## src/rtl/cfu_cmd_queue_if.sv

```systemverilog
// Command handshake bundle between CPU, queue and CFU datapath.
// The slave modport is the queue's view; master is the surrounding environment.
interface cfu_cmd_queue_if #(
   parameter int unsigned DEPTH = 2
);
   localparam int unsigned CW = $clog2(DEPTH + 1);

   logic          in_cmd_valid;
   logic          in_cmd_ready;
   logic [9:0]    in_cmd_payload_function_id;
   logic [31:0]   in_cmd_payload_inputs_0;
   logic [31:0]   in_cmd_payload_inputs_1;
   logic          cmd_valid;
   logic          cmd_ready;
   logic [9:0]    cmd_payload_function_id;
   logic [31:0]   cmd_payload_inputs_0;
   logic [31:0]   cmd_payload_inputs_1;
   logic          flush;
   logic [CW-1:0] count;

   modport slave (
      input  in_cmd_valid,
      input  in_cmd_payload_function_id,
      input  in_cmd_payload_inputs_0,
      input  in_cmd_payload_inputs_1,
      input  cmd_ready,
      input  flush,
      output in_cmd_ready,
      output cmd_valid,
      output cmd_payload_function_id,
      output cmd_payload_inputs_0,
      output cmd_payload_inputs_1,
      output count
   );

   modport master (
      output in_cmd_valid,
      output in_cmd_payload_function_id,
      output in_cmd_payload_inputs_0,
      output in_cmd_payload_inputs_1,
      output cmd_ready,
      output flush,
      input  in_cmd_ready,
      input  cmd_valid,
      input  cmd_payload_function_id,
      input  cmd_payload_inputs_0,
      input  cmd_payload_inputs_1,
      input  count
   );
endinterface

```

## src/rtl/cfu_cmd_queue.sv

```systemverilog
// Registered DEPTH-entry FIFO between the CPU CFU command port and the CFU datapath.
// Downstream payload always shows the head entry; no fall-through and no same-cycle refill.
module cfu_cmd_queue #(
   parameter int unsigned DEPTH = 2
) (
   input logic             clk,
   input logic             reset,
   cfu_cmd_queue_if.slave  bus
);
   localparam int unsigned AW = $clog2(DEPTH);
   localparam int unsigned CW = $clog2(DEPTH + 1);
   localparam int unsigned EW = 74;
   localparam logic [CW-1:0] FULL = CW'(DEPTH);

   logic [EW-1:0] mem_q [DEPTH];
   logic [AW-1:0] wr_ptr_q;
   logic [AW-1:0] wr_ptr_d;
   logic [AW-1:0] rd_ptr_q;
   logic [AW-1:0] rd_ptr_d;
   logic [CW-1:0] count_q;
   logic [CW-1:0] count_d;
   logic          push_s;
   logic          pop_s;
   logic [EW-1:0] head_s;

   // Ready looks only at registered occupancy, flush and reset, never at cmd_ready.
   assign bus.in_cmd_ready = reset & ~bus.flush & (count_q != FULL);
   assign bus.cmd_valid    = (count_q != {CW{1'b0}});
   assign push_s           = bus.in_cmd_valid & bus.in_cmd_ready;
   assign pop_s            = bus.cmd_valid & bus.cmd_ready;

   assign head_s                      = mem_q[rd_ptr_q];
   assign bus.cmd_payload_function_id = head_s[73:64];
   assign bus.cmd_payload_inputs_1    = head_s[63:32];
   assign bus.cmd_payload_inputs_0    = head_s[31:0];
   assign bus.count                   = count_q;

   // Next-state pointers and occupancy; flush overrides any concurrent pop.
   always_comb begin
      wr_ptr_d = wr_ptr_q;
      rd_ptr_d = rd_ptr_q;
      count_d  = count_q;
      if (bus.flush) begin
         wr_ptr_d = {AW{1'b0}};
         rd_ptr_d = {AW{1'b0}};
         count_d  = {CW{1'b0}};
      end else begin
         if (push_s) begin
            wr_ptr_d = wr_ptr_q + AW'(1);
         end else begin
            wr_ptr_d = wr_ptr_q;
         end
         if (pop_s) begin
            rd_ptr_d = rd_ptr_q + AW'(1);
         end else begin
            rd_ptr_d = rd_ptr_q;
         end
         case ({push_s, pop_s})
            2'b10:   count_d = count_q + CW'(1);
            2'b01:   count_d = count_q - CW'(1);
            default: count_d = count_q;
         endcase
      end
   end

   // Pointer and occupancy registers.
   always_ff @(posedge clk or negedge reset) begin
      if (!reset) begin
         wr_ptr_q <= {AW{1'b0}};
         rd_ptr_q <= {AW{1'b0}};
         count_q  <= {CW{1'b0}};
      end else begin
         wr_ptr_q <= wr_ptr_d;
         rd_ptr_q <= rd_ptr_d;
         count_q  <= count_d;
      end
   end

   // Entry storage; cleared by reset so payload reads zero, left intact by flush.
   always_ff @(posedge clk or negedge reset) begin
      if (!reset) begin
         for (int i = 0; i < int'(DEPTH); i++) begin
            mem_q[i] <= {EW{1'b0}};
         end
      end else if (push_s) begin
         mem_q[wr_ptr_q] <= {bus.in_cmd_payload_function_id,
                             bus.in_cmd_payload_inputs_1,
                             bus.in_cmd_payload_inputs_0};
      end
   end
endmodule

```

## src/flat_wrapper.sv

```systemverilog
// flat-port wrapper written by rule: the top's interface ports become plain ports
module cfu_cmd_queue_flat 
#(
   parameter int unsigned DEPTH = 2
)
  (clk, reset, bus_in_cmd_valid, bus_in_cmd_payload_function_id, bus_in_cmd_payload_inputs_0, bus_in_cmd_payload_inputs_1, bus_cmd_ready, bus_flush, bus_in_cmd_ready, bus_cmd_valid, bus_cmd_payload_function_id, bus_cmd_payload_inputs_0, bus_cmd_payload_inputs_1, bus_count);
  cfu_cmd_queue_if #(.DEPTH(DEPTH)) bus_i ();
  input logic clk;
  input logic reset;
  input wire logic [$bits(bus_i.in_cmd_valid)-1:0] bus_in_cmd_valid;
  input wire logic [$bits(bus_i.in_cmd_payload_function_id)-1:0] bus_in_cmd_payload_function_id;
  input wire logic [$bits(bus_i.in_cmd_payload_inputs_0)-1:0] bus_in_cmd_payload_inputs_0;
  input wire logic [$bits(bus_i.in_cmd_payload_inputs_1)-1:0] bus_in_cmd_payload_inputs_1;
  input wire logic [$bits(bus_i.cmd_ready)-1:0] bus_cmd_ready;
  input wire logic [$bits(bus_i.flush)-1:0] bus_flush;
  output wire logic [$bits(bus_i.in_cmd_ready)-1:0] bus_in_cmd_ready;
  output wire logic [$bits(bus_i.cmd_valid)-1:0] bus_cmd_valid;
  output wire logic [$bits(bus_i.cmd_payload_function_id)-1:0] bus_cmd_payload_function_id;
  output wire logic [$bits(bus_i.cmd_payload_inputs_0)-1:0] bus_cmd_payload_inputs_0;
  output wire logic [$bits(bus_i.cmd_payload_inputs_1)-1:0] bus_cmd_payload_inputs_1;
  output wire logic [$bits(bus_i.count)-1:0] bus_count;
  assign bus_i.in_cmd_valid = bus_in_cmd_valid;
  assign bus_i.in_cmd_payload_function_id = bus_in_cmd_payload_function_id;
  assign bus_i.in_cmd_payload_inputs_0 = bus_in_cmd_payload_inputs_0;
  assign bus_i.in_cmd_payload_inputs_1 = bus_in_cmd_payload_inputs_1;
  assign bus_i.cmd_ready = bus_cmd_ready;
  assign bus_i.flush = bus_flush;
  assign bus_in_cmd_ready = bus_i.in_cmd_ready;
  assign bus_cmd_valid = bus_i.cmd_valid;
  assign bus_cmd_payload_function_id = bus_i.cmd_payload_function_id;
  assign bus_cmd_payload_inputs_0 = bus_i.cmd_payload_inputs_0;
  assign bus_cmd_payload_inputs_1 = bus_i.cmd_payload_inputs_1;
  assign bus_count = bus_i.count;
  cfu_cmd_queue #(.DEPTH(DEPTH)) u_core (.clk(clk), .reset(reset), .bus(bus_i));
endmodule
```

## config.mk

```make
export PLATFORM = sky130hd
export DESIGN_NAME = cfu_cmd_queue_flat
export DESIGN_NICKNAME = d
export VERILOG_FILES = /design/src/rtl/cfu_cmd_queue_if.sv /design/src/rtl/cfu_cmd_queue.sv /design/src/flat_wrapper.sv
export SDC_FILE = /design/constraint.sdc
export NUM_CORES = 1
export LEC_CHECK = 0
export BUFFER_PORTS_ARGS = -buffer_cell sky130_fd_sc_hd__buf_2
export CAP_MARGIN = 20
export CORE_MARGIN = 2
export CORE_UTILIZATION = 52
export CTS_BUF_LIST = sky130_fd_sc_hd__clkbuf_2
export DETAILED_ROUTE_END_ITERATION = 10
export GPL_TIMING_DRIVEN = 0
export MAX_ROUTING_LAYER = met4
export PLACE_DENSITY = 0.76
export SYNTH_ARGS = -nofsm -noshare
export SYNTH_HDL_FRONTEND = slang
export SYNTH_SLANG_ARGS = --single-unit
```

## constraint.sdc

```tcl
create_clock -name clk -period 3.4 [get_ports clk]
set_input_delay 0.34 -clock clk [delete_from_list [all_inputs] [get_ports clk]]
set_output_delay 0.34 -clock clk [all_outputs]
set_load 0.01 [all_outputs]
```

==> results of run 1 <==
cell families (layout without fill, tap and decap cells):
logic type | Yosys count | after routing | share of synthesized area
flip-flops | 152 | 152 | 0.571
AO/OA/AOI/OAI | 7 | 7 | 0.00789
AND/OR/NAND/NOR | 13 | 13 | 0.0147
XOR/XNOR | 1 | 1 | 0.00132
multiplexers | 222 | 222 | 0.375
buffers and inverters | 26 | 294 | 0.0297
sequential cells by signal, summed over array words and instances, names as in the netlist:
name / cells
u_core.bus.count: 2
u_core.mem_q: 148
u_core.rd_ptr_q: 1
u_core.wr_ptr_q: 1
worst register-to-register path: cells and delay by family (launching register included):
family                 cells  cell delay, ns
AOI/OAI and AO/OA          2            0.45
buffers and inverters      1            0.58
and+or+nand+nor            1            0.33
DFF                        1            0.51
final timing paths:
path	to	slack, ns	depth (start not counted)
worst max register to register	u_core.bus.count[0]$_DFFE_PN0P_	1.48	4
worst min register to register	u_core.mem_q[115]$_DFFE_PN0P_	0.51	1
min in group clk	u_core.mem_q[117]$_DFFE_PN0P_	0.38	3
worst min-delay path	u_core.mem_q[96]$_DFFE_PN0P_	0.17	2
worst max-delay path	bus_cmd_payload_inputs_1[26]	0.45	4
max in group asynchronous	u_core.mem_q[80]$_DFFE_PN0P_	2.39	3
power groups by stage:
stage / logic [mW] / clock network (mW) / registers, mW
after global routing: 1.41 / 1.13 / 2.54
final: 1.28 / 1.02 / 2.48
after floorplan: 0.817 / 0 / 2.44
after detailed placement: 1.22 / 0 / 2.52
after global placement: 1.18 / 0 / 2.47
after CTS: 1.30 / 1.06 / 2.48
final cells by class:
cell class | instances | share of cell area
inverters | 2 | 0.000860
well taps | 172 | 0.0247
clock buffers | 18 | 0.0103
clock inverters | 14 | 0.0181
flip-flops and latches | 152 | 0.436
repair buffers | 236 | 0.184
plain buffers | 24 | 0.0218
multi-input cells | 243 | 0.305
synthesized netlist by cell type, types with 2 or more instances:
cell type / instances / area share
buf_4: 2 / 0.0023
dfrtp_1: 152 / 0.57
clkbuf_1: 3 / 0.0017
mux2_2: 173 / 0.29
nand2_1: 2 / 0.0011
buf_2: 8 / 0.0060
mux2_1: 49 / 0.083
buf_6: 11 / 0.019
nor2_1: 2 / 0.0011
a31oi_1: 2 / 0.0019
nand2b_1: 2 / 0.0019
cells in the final DEF (no fill, tap or decap), types with 3 or more instances in the layout:
cell           count
buf_2            163
buf_6             12
bufinv_16          3
clkbuf_1           3
clkbuf_2          18
clkinv_2           3
clkinvlp_4         6
dfrtp_1          152
dlygate4sd3_1     79
mux2_1            49
mux2_2           173
routing by layer:
| layer | wire length, um | GRT usage | up-vias |
|---|---|---|---|
| li1 | - | - | 2045 |
| met1 | 6160 | 0.271 | 2182 |
| met2 | 7030 | 0.366 | 120 |
| met3 | 768 | 0.0623 | 18 |
| met4 | 199 | 0.0729 | 0 |
| met5 | 0 | - | - |
metrics by stage:
stage / TNS [ns] / cells / area, um2
2_1_floorplan: 0 / 421 / 6660
3_3_place_gp: -186.44 / 749 / 7660
3_5_place_dp: 0 / 750 / 7690
4_1_cts: 0 / 861 / 8730
5_1_grt: 0 / 861 / 8730
6_report: 0 / 861 / 8730
==> out/results.txt, run 1 <==
outcome: finished clean
CP Class: flop to primary output
Clock power frac: 0.214
CTS tree: done
Initial Util: 0.530
RSZ-0062 raised after global routing: false
Critical-path top delay cell: clkbuf_1
worst hold path class: input port to async pin
P_leak: 4.04 nW
fin crit share: 0.868
Post-CTS Setup Inserts: 0
maximum VDD drop: 0.302 mV
worst-path cell chain: clkbuf_1 -> buf_2 -> mux2_2 -> buf_2
minimum clock period: 2.95 ns
GP Congestion: 0.687
PnR worst setup slack: 0.450 ns
register area share after synthesis: 0.571
Core Util, Final: 0.694
FILL cells: 895
WP buf/inv: 3
Max stage delay on crit path: 0.56 ns
drt pass-1 iters: 4
total power draw: 4.79 mW
clk root buf: clkbuf_2
Clock Tree Buf Depth: 2
EDFF count, synth: 0
drt first-iter violations: 133
dpl hpwl: 9560 um
Die H: 117 um
worst slew pin tran: 0.721 ns
via count: 4,365
grt total ovfl: 0
routed vias/inst: 5.07
final setup fails: 0
H-Tree Depth: 4
Fin Clk Skew: 0.0169 ns
Place WS: 0.597 ns
Clock Sinks: 152
GRT Total Usage: 0.224
Syn-to-layout area delta: 31.1%
Core Rows: 41
top_reg_cell synth: dfrtp_1
largest net degree at the start of global routing: 89
post-CTS sizing: 0
Final Hold Vio Count: 0
core region area: 12,600 um2
Worst R2R Start: u_core.bus.count[0]$_DFFE_PN0P_
CTS buffer count: 17
number of synthesized register bits: 152
PwrDens: 548 nW/um2
CP delay by family, top: buffers and inverters
die area: 13,700 um2
CP arrival: 2.61 ns
max cap viols: 0
Hold Slack: 0.167 ns
number of antenna violations at the first check in global routing: 0
CP required: 3.06 ns
Post-CTS Hold Buffers: 79
fmax: 339 MHz
Final Max Slew Viols: 0
port bufs: 156
Setup crit start kind: flop
WL final: 14,200 um
clock latency on the worst-skew pair: 0.71 ns
part of the power in registers: 0.518
Yosys Warn Count: 0
syn nets: 500
share of synthesized flip-flops with an asynchronous set or reset: 1.00
diode count: 0
CP endpoint kind: primary output
post-route ant nets: 0
die width: 117 um
most frequent CP cell: buf_2
vias in the first global route: 4,657
crit path max fanout: 10
Worst-path clk slew: 0.22 ns
sw frac: 0.285
first-pass GRT wire length: 22,600 um
Seq. cell area: 3800 um2
NumNets Final: 755
Logic pwr share: 0.268
multi-input combinational cell area: 2660 um2
Pint: 3.42 mW
synthesized area per cell: 15.8 um2
synthesized cell area: 6660 um2
Sw Pwr: 1.37 mW
Worst Setup SP: u_core.rd_ptr_q$_DFFE_PN0P_
# IOs: 157
Worst slew margin: 0.520
Residual DRC: 0
DR WL/cell: 16.4 um
cells after synthesis: 421
Cell variety after synth: 26
share of cells above drive strength 1: 0.560
Power figures use the tool's default switching activity.
==> run 2: changes to the inputs <==
--- a/config.mk
+++ b/config.mk
@@ -14,6 +14,7 @@
 export GPL_TIMING_DRIVEN = 0
 export MAX_ROUTING_LAYER = met4
 export PLACE_DENSITY = 0.76
+export RECOVER_POWER = 100
 export SYNTH_ARGS = -nofsm -noshare
 export SYNTH_HDL_FRONTEND = slang
 export SYNTH_SLANG_ARGS = --single-unit
==> run 2 against run 1 <==
Cell area fell by 1.2%. Sequential share of layout area rose by 0.51 points. Wire length barely moved. Register-to-register slack got worse by 0.32 ns. Utilization fell by 0.81 points. Hold slack improved by 0.012 ns. Fmax fell by 1.2%. Sequential power barely moved. Die area did not move. Largest power group unchanged.
==> out/results.txt, run 2 (same netlist as run 1, synthesis figures left out) <==
Clock Tree Buf Depth: 2 (unchanged)
GRT Total Usage: 0.224 (unchanged)
Hold Slack: 0.179 ns (+0.0123 ns)
DR WL/cell: 16.4 um (about the same)
FILL cells: 941 (+5.1%)
minimum clock period: 2.98 ns (+0.0347 ns)
port bufs: 156 (unchanged)
CP endpoint kind: primary output
clk root buf: clkbuf_2
fin crit share: 0.878 (+0.0102)
maximum VDD drop: 0.300 mV (-0.56%)
CP arrival: 2.64 ns (+0.03 ns)
drt first-iter violations: 159 (+20%)
H-Tree Depth: 4 (unchanged)
routed vias/inst: 5.04 (-0.50%)
Worst slew margin: 0.472 (-0.0480)
CP Class: flop to primary output
Critical-path top delay cell: clkbuf_1
Largest Register: u_core.mem_q
met2 routed WL: 6940 um (-1.3%)
worst slew pin tran: 0.793 ns (+0.0720 ns)
outcome: finished clean
Worst Setup SP: u_core.rd_ptr_q$_DFFE_PN0P_
post-route ant nets: 0 (unchanged)
most frequent CP cell: clkbuf_1
core region area: 12,600 um2 (unchanged)
final setup fails: 0 (unchanged)
Syn-to-layout area delta: 29.5%
Core Rows: 41 (unchanged)
max reg flops: 148 (unchanged)
WP buf/inv: 3 (unchanged)
largest net degree at the start of global routing: 89 (unchanged)
diode count: 0 (unchanged)
Clock Sinks: 152 (unchanged)
WL met1: 6260 um (+1.6%)
via count: 4,343 (-0.50%)
CP delay by family, top: buffers and inverters
Fin Clk Skew: 0.0142 ns (-0.00265 ns)
total power draw: 4.73 mW (-1.1%)
first-pass GRT wire length: 22,600 um (unchanged)
Max stage delay on crit path: 0.58 ns (+0.02 ns)
multi-input combinational cell area: 2660 um2 (unchanged)
GP Congestion: 0.687 (unchanged)
# IOs: 157 (unchanged)
share of cells above drive strength 1: 0.447 (-0.113)
Worst-path clk slew: 0.20 ns (-0.02 ns)
die area: 13,700 um2 (unchanged)
Residual DRC: 0 (unchanged)
RSZ-0062 raised after global routing: false
CTS buffer count: 17 (unchanged)
most frequent cells in the layout: mux2_2 (172), dfrtp_1 (152), buf_2 (84)
Final Max Slew Viols: 0 (unchanged)
WL final: 14,200 um (about the same)
Top Layer Used: met4
number of antenna violations at the first check in global routing: 0 (unchanged)
PwrDens: 549 nW/um2 (about the same)
die width: 117 um (unchanged)
metal3 WL: 760 um (-1.0%)
vias in the first global route: 4,657 (unchanged)
P_leak: 3.80 nW (-5.9%)
NumNets Final: 755 (unchanged)
worst-path cell chain: clkbuf_1 -> clkbuf_2 -> mux2_2 -> clkbuf_1
Initial Util: 0.530 (unchanged)
CTS tree: done
worst hold path class: input port to async pin
dpl hpwl: 9560 um (unchanged)
CP required: 3.06 ns (about the same)
grt total ovfl: 0 (unchanged)
crit path max fanout: 10 (unchanged)
drt pass-1 iters: 4 (unchanged)
fmax: 335 MHz (-1.2%)
Worst R2R Start: u_core.bus.count[1]$_DFFE_PN0P_
max cap viols: 0 (unchanged)
most common cell after layout, fill and taps aside: mux2_2
Final Hold Vio Count: 0 (unchanged)
Setup crit start kind: flop
Die H: 117 um (unchanged)
Seq. cell area: 3800 um2 (unchanged)
clock latency on the worst-skew pair: 0.69 ns (-0.02 ns)
[run 2: report_power, final]
| part | switching, mW | leakage (nW) | internal [mW] |
|---|---|---|---|
| Clock | 0.621 | 0.133 | 0.401 |
| Sequential | 0.222 | 1.86 | 2.26 |
| Combinational | 0.528 | 1.81 | 0.702 |
| Total | 1.37 | 3.80 | 3.36 |
[run 2: timing repair]
item                                   4_1_cts  5_1_grt
endpoints found under the hold margin      220        0
setup buffers                                0        0
gates resized for setup                      0        0
hold buffers                                79        0
[run 2: worst paths after layout]
| check | end | slack [ns] | depth (start not counted) |
|---|---|---|---|
| worst min-delay path | u_core.mem_q[105]$_DFFE_PN0P_ | 0.18 | 2 |
| worst max-delay path | bus_cmd_payload_inputs_1[26] | 0.42 | 4 |
| min in group clk | u_core.mem_q[104]$_DFFE_PN0P_ | 0.39 | 3 |
| worst max register to register | u_core.mem_q[16]$_DFFE_PN0P_ | 1.16 | 5 |
| worst min register to register | u_core.mem_q[115]$_DFFE_PN0P_ | 0.51 | 1 |
| max in group asynchronous | u_core.mem_q[80]$_DFFE_PN0P_ | 2.39 | 3 |
[run 2: stage by stage]
step                       util  TNS [ns]  instance area [um2]  setup WS, ns  instances
after global routing      0.686         0                 8630         0.150        861
after CTS                 0.694         0                 8730         0.309        861
final                     0.686         0                 8630         0.416        861
after detailed placement  0.612         0                 7690         0.597        750
after floorplan               -         0                 6660          1.77        421
after global placement    0.609   -186.44                 7660         -1.25        749
[run 2: area by class of cell]
class | instances | area share
sequential | 152 | 0.441
buffer | 24 | 0.0207
tap | 172 | 0.0249
timing repair buffer | 236 | 0.176
inverter | 2 | 0.000870
clock inverter | 14 | 0.0183
clock buffer | 18 | 0.0104
multi-input combinational | 243 | 0.308
[run 2: metal layers]
layer | GRT usage | vias to the layer above
li1 | - | 2037
met1 | 0.271 | 2173
met2 | 0.366 | 115
met3 | 0.0623 | 18
met4 | 0.0729 | 0
met5 | - | -
==> run 3: changes to the inputs <==
--- a/config.mk
+++ b/config.mk
@@ -13,7 +13,7 @@
 export DETAILED_ROUTE_END_ITERATION = 10
 export GPL_TIMING_DRIVEN = 0
 export MAX_ROUTING_LAYER = met4
-export PLACE_DENSITY = 0.76
+export PLACE_DENSITY = 0.87
 export RECOVER_POWER = 100
 export SYNTH_ARGS = -nofsm -noshare
 export SYNTH_HDL_FRONTEND = slang
==> run 3 against run 2 <==
Wire length rose by 7.0%. Fmax down 2.3%. Register-to-register slack got worse by 0.04 ns. Utilization up 0.10 points. Clock-buffer cell count rose by 1. Cell area increased by 0.15%. Via count increased by 2.1%. Flip-flop and latch count unchanged. Clock skew is 0.0059 ns higher. Sequential share of layout area shrank 0.064 points. Sequential power barely moved. Critical path type is now input port to flop.
==> out/results.txt, run 3 (same netlist as run 1, synthesis figures left out) <==
P_leak: 3.82 nW (+0.55%)
WL final: 15,200 um (+7.0%)
crit path max fanout: 106 (+96)
DR WL/cell: 17.6 um (+7.2%)
GRT Total Usage: 0.239 (+0.0152)
CP arrival: 3.63 ns (+0.99 ns)
Die H: 117 um (unchanged)
post-route ant nets: 0 (unchanged)
Setup crit start kind: input port
Initial Util: 0.530 (unchanged)
Syn-to-layout area delta: 29.7%
PnR worst setup slack: 0.346 ns (-0.0693 ns)
largest net degree at the start of global routing: 107 (+20%)
die area: 13,700 um2 (unchanged)
post-CTS sizing: 0 (unchanged)
Max stage delay on crit path: 0.55 ns (-0.03 ns)
Core Util, Final: 0.687 (+0.000996)
drt first-iter violations: 182 (+14%)
FILL cells: 929 (-1.3%)
fin crit share: 0.898 (+0.0204)
diode count: 0 (unchanged)
worst hold path class: input port to async pin
sw frac: 0.282 (-0.00771)
max reg flops: 148 (unchanged)
dpl hpwl: 9770 um (+2.2%)
total power draw: 4.89 mW (+3.2%)
fmax: 327 MHz (-2.3%)
Clock Sinks: 152 (unchanged)
worst-path cell chain: dlygate4sd3_1 -> buf_6 -> buf_16 -> nand2b_1 -> nor3_1 -> buf_4 -> clkbuf_1 -> mux2_2
most common cell after layout, fill and taps aside: mux2_2
routed vias/inst: 5.16 (+2.2%)
Worst slew margin: 0.480 (+0.00811)
core region area: 12,600 um2 (unchanged)
part of the power in registers: 0.509 (-0.015)
via count: 4,434 (+2.1%)
H-Tree Depth: 4 (unchanged)
CTS tree: done
max cap viols: 0 (unchanged)
Pint: 3.51 mW (+4.3%)
GP Congestion: 0.736 (+7.1%)
Clock Tree Buf Depth: 2 (unchanged)
RSZ-0062 raised after global routing: false
WP buf/inv: 5 (+2)
Place WS: 0.609 ns (+0.0119 ns)
most frequent cells in the layout: mux2_2 (173), dfrtp_1 (152), buf_2 (84)
Residual DRC: 0 (unchanged)
CTS buffer count: 17 (unchanged)
vias in the first global route: 4,927 (+5.8%)
grt total ovfl: 0 (unchanged)
number of antenna violations at the first check in global routing: 0 (unchanged)
clock latency on the worst-skew pair: 0.68 ns (about the same)
Final Hold Vio Count: 0 (unchanged)
CP Class: input port to flop
PwrDens: 565 nW/um2 (+3.1%)
CP endpoint kind: flop
CP delay by family, top: buffers and inverters
die width: 117 um (unchanged)
minimum clock period: 3.05 ns (+0.0693 ns)
Sw Pwr: 1.38 mW (+0.47%)
NumNets Final: 755 (unchanged)
Fin Clk Skew: 0.0201 ns (+0.00589 ns)
clk root buf: clkbuf_2
final setup fails: 0 (unchanged)
Core Rows: 41 (unchanged)
share of cells above drive strength 1: 0.440 (-0.00662)
Post-CTS Setup Inserts: 0 (unchanged)
worst slew pin tran: 0.781 ns (-0.0122 ns)
first-pass GRT wire length: 24,200 um (+7.1%)
# IOs: 157 (unchanged)
Logic pwr share: 0.255 (-0.005)
Largest Register: u_core.mem_q
Worst-path clk slew: 0.20 ns (about the same)
Final Max Slew Viols: 0 (unchanged)
Critical-path top delay cell: dlygate4sd3_1
drt pass-1 iters: 4 (unchanged)
Post-CTS Hold Buffers: 79 (unchanged)
Clock power frac: 0.235 (+0.019)
outcome: finished clean
maximum VDD drop: 0.320 mV (+6.5%)
port bufs: 156 (unchanged)
CP required: 3.97 ns (+0.91 ns)
## run 3: worst register-to-register path: stages (launching register included)
cell and delay (ns):
dfrtp_1 0.48, nor2b_4 0.18, nor4_4 0.28, clkbuf_1 0.63
buf_6 0.26, mux2_1 0.36
## run 3: metal layers
| layer | global-route usage | wire, um |
|---|---|---|
| met1 | 0.280 | 6390 |
| met2 | 0.405 | 7680 |
| met3 | 0.0597 | 883 |
| met4 | 0.0800 | 204 |
| met5 | - | 0 |
## run 3: final cells by class
| type | count | area [um2] | area share |
|---|---|---|---|
| Buffer | 24 | 168 | 0.0194 |
| Clock buffer | 19 | 95.1 | 0.0110 |
| Clock inverter | 12 | 181 | 0.0210 |
| Inverter | 2 | 7.51 | 0.000869 |
| Multi-Input combinational cell | 243 | 2650 | 0.307 |
| Sequential cell | 152 | 3800 | 0.440 |
| Tap cell | 172 | 215 | 0.0249 |
| Timing Repair Buffer | 236 | 1520 | 0.175 |
## run 3: final timing paths
kind	startpoint	endpoint	slack, ns	depth (start not counted)
min	reset	u_core.mem_q[101]$_DFFE_PN0P_	0.15	2
min reg2reg	u_core.mem_q[131]$_DFFE_PN0P_	u_core.mem_q[131]$_DFFE_PN0P_	0.51	1
max reg2reg	u_core.bus.count[1]$_DFFE_PN0P_	u_core.mem_q[130]$_DFFE_PN0P_	1.12	5
max	reset	u_core.mem_q[50]$_DFFE_PN0P_	0.35	8
min in group clk	bus_flush	u_core.rd_ptr_q$_DFFE_PN0P_	0.40	3
max in group asynchronous	reset	u_core.mem_q[10]$_DFFE_PN0P_	2.35	3
## run 3: power by group through the flow
stage          Combinational [mW]  Clock (mW)  Sequential [mW]
4_1_cts                      1.30        1.18             2.48
3_5_place_dp                 1.23           0             2.52
6_report                     1.25        1.15             2.49
3_3_place_gp                 1.17           0             2.47
2_1_floorplan               0.817           0             2.44
5_1_grt                      1.37        1.26             2.55
## run 3: per-stage QoR
stage / instances / setup TNS, ns / cell area, um2 / hold slack [ns]
6_report: 860 / 0 / 8640 / 0.150
5_1_grt: 860 / 0 / 8640 / 0.0892
4_1_cts: 860 / 0 / 8760 / 0.0755
3_5_place_dp: 750 / 0 / 7690 / 0.316
3_3_place_gp: 749 / -177.60 / 7660 / 0.463
2_1_floorplan: 421 / 0 / 6660 / 0.0444
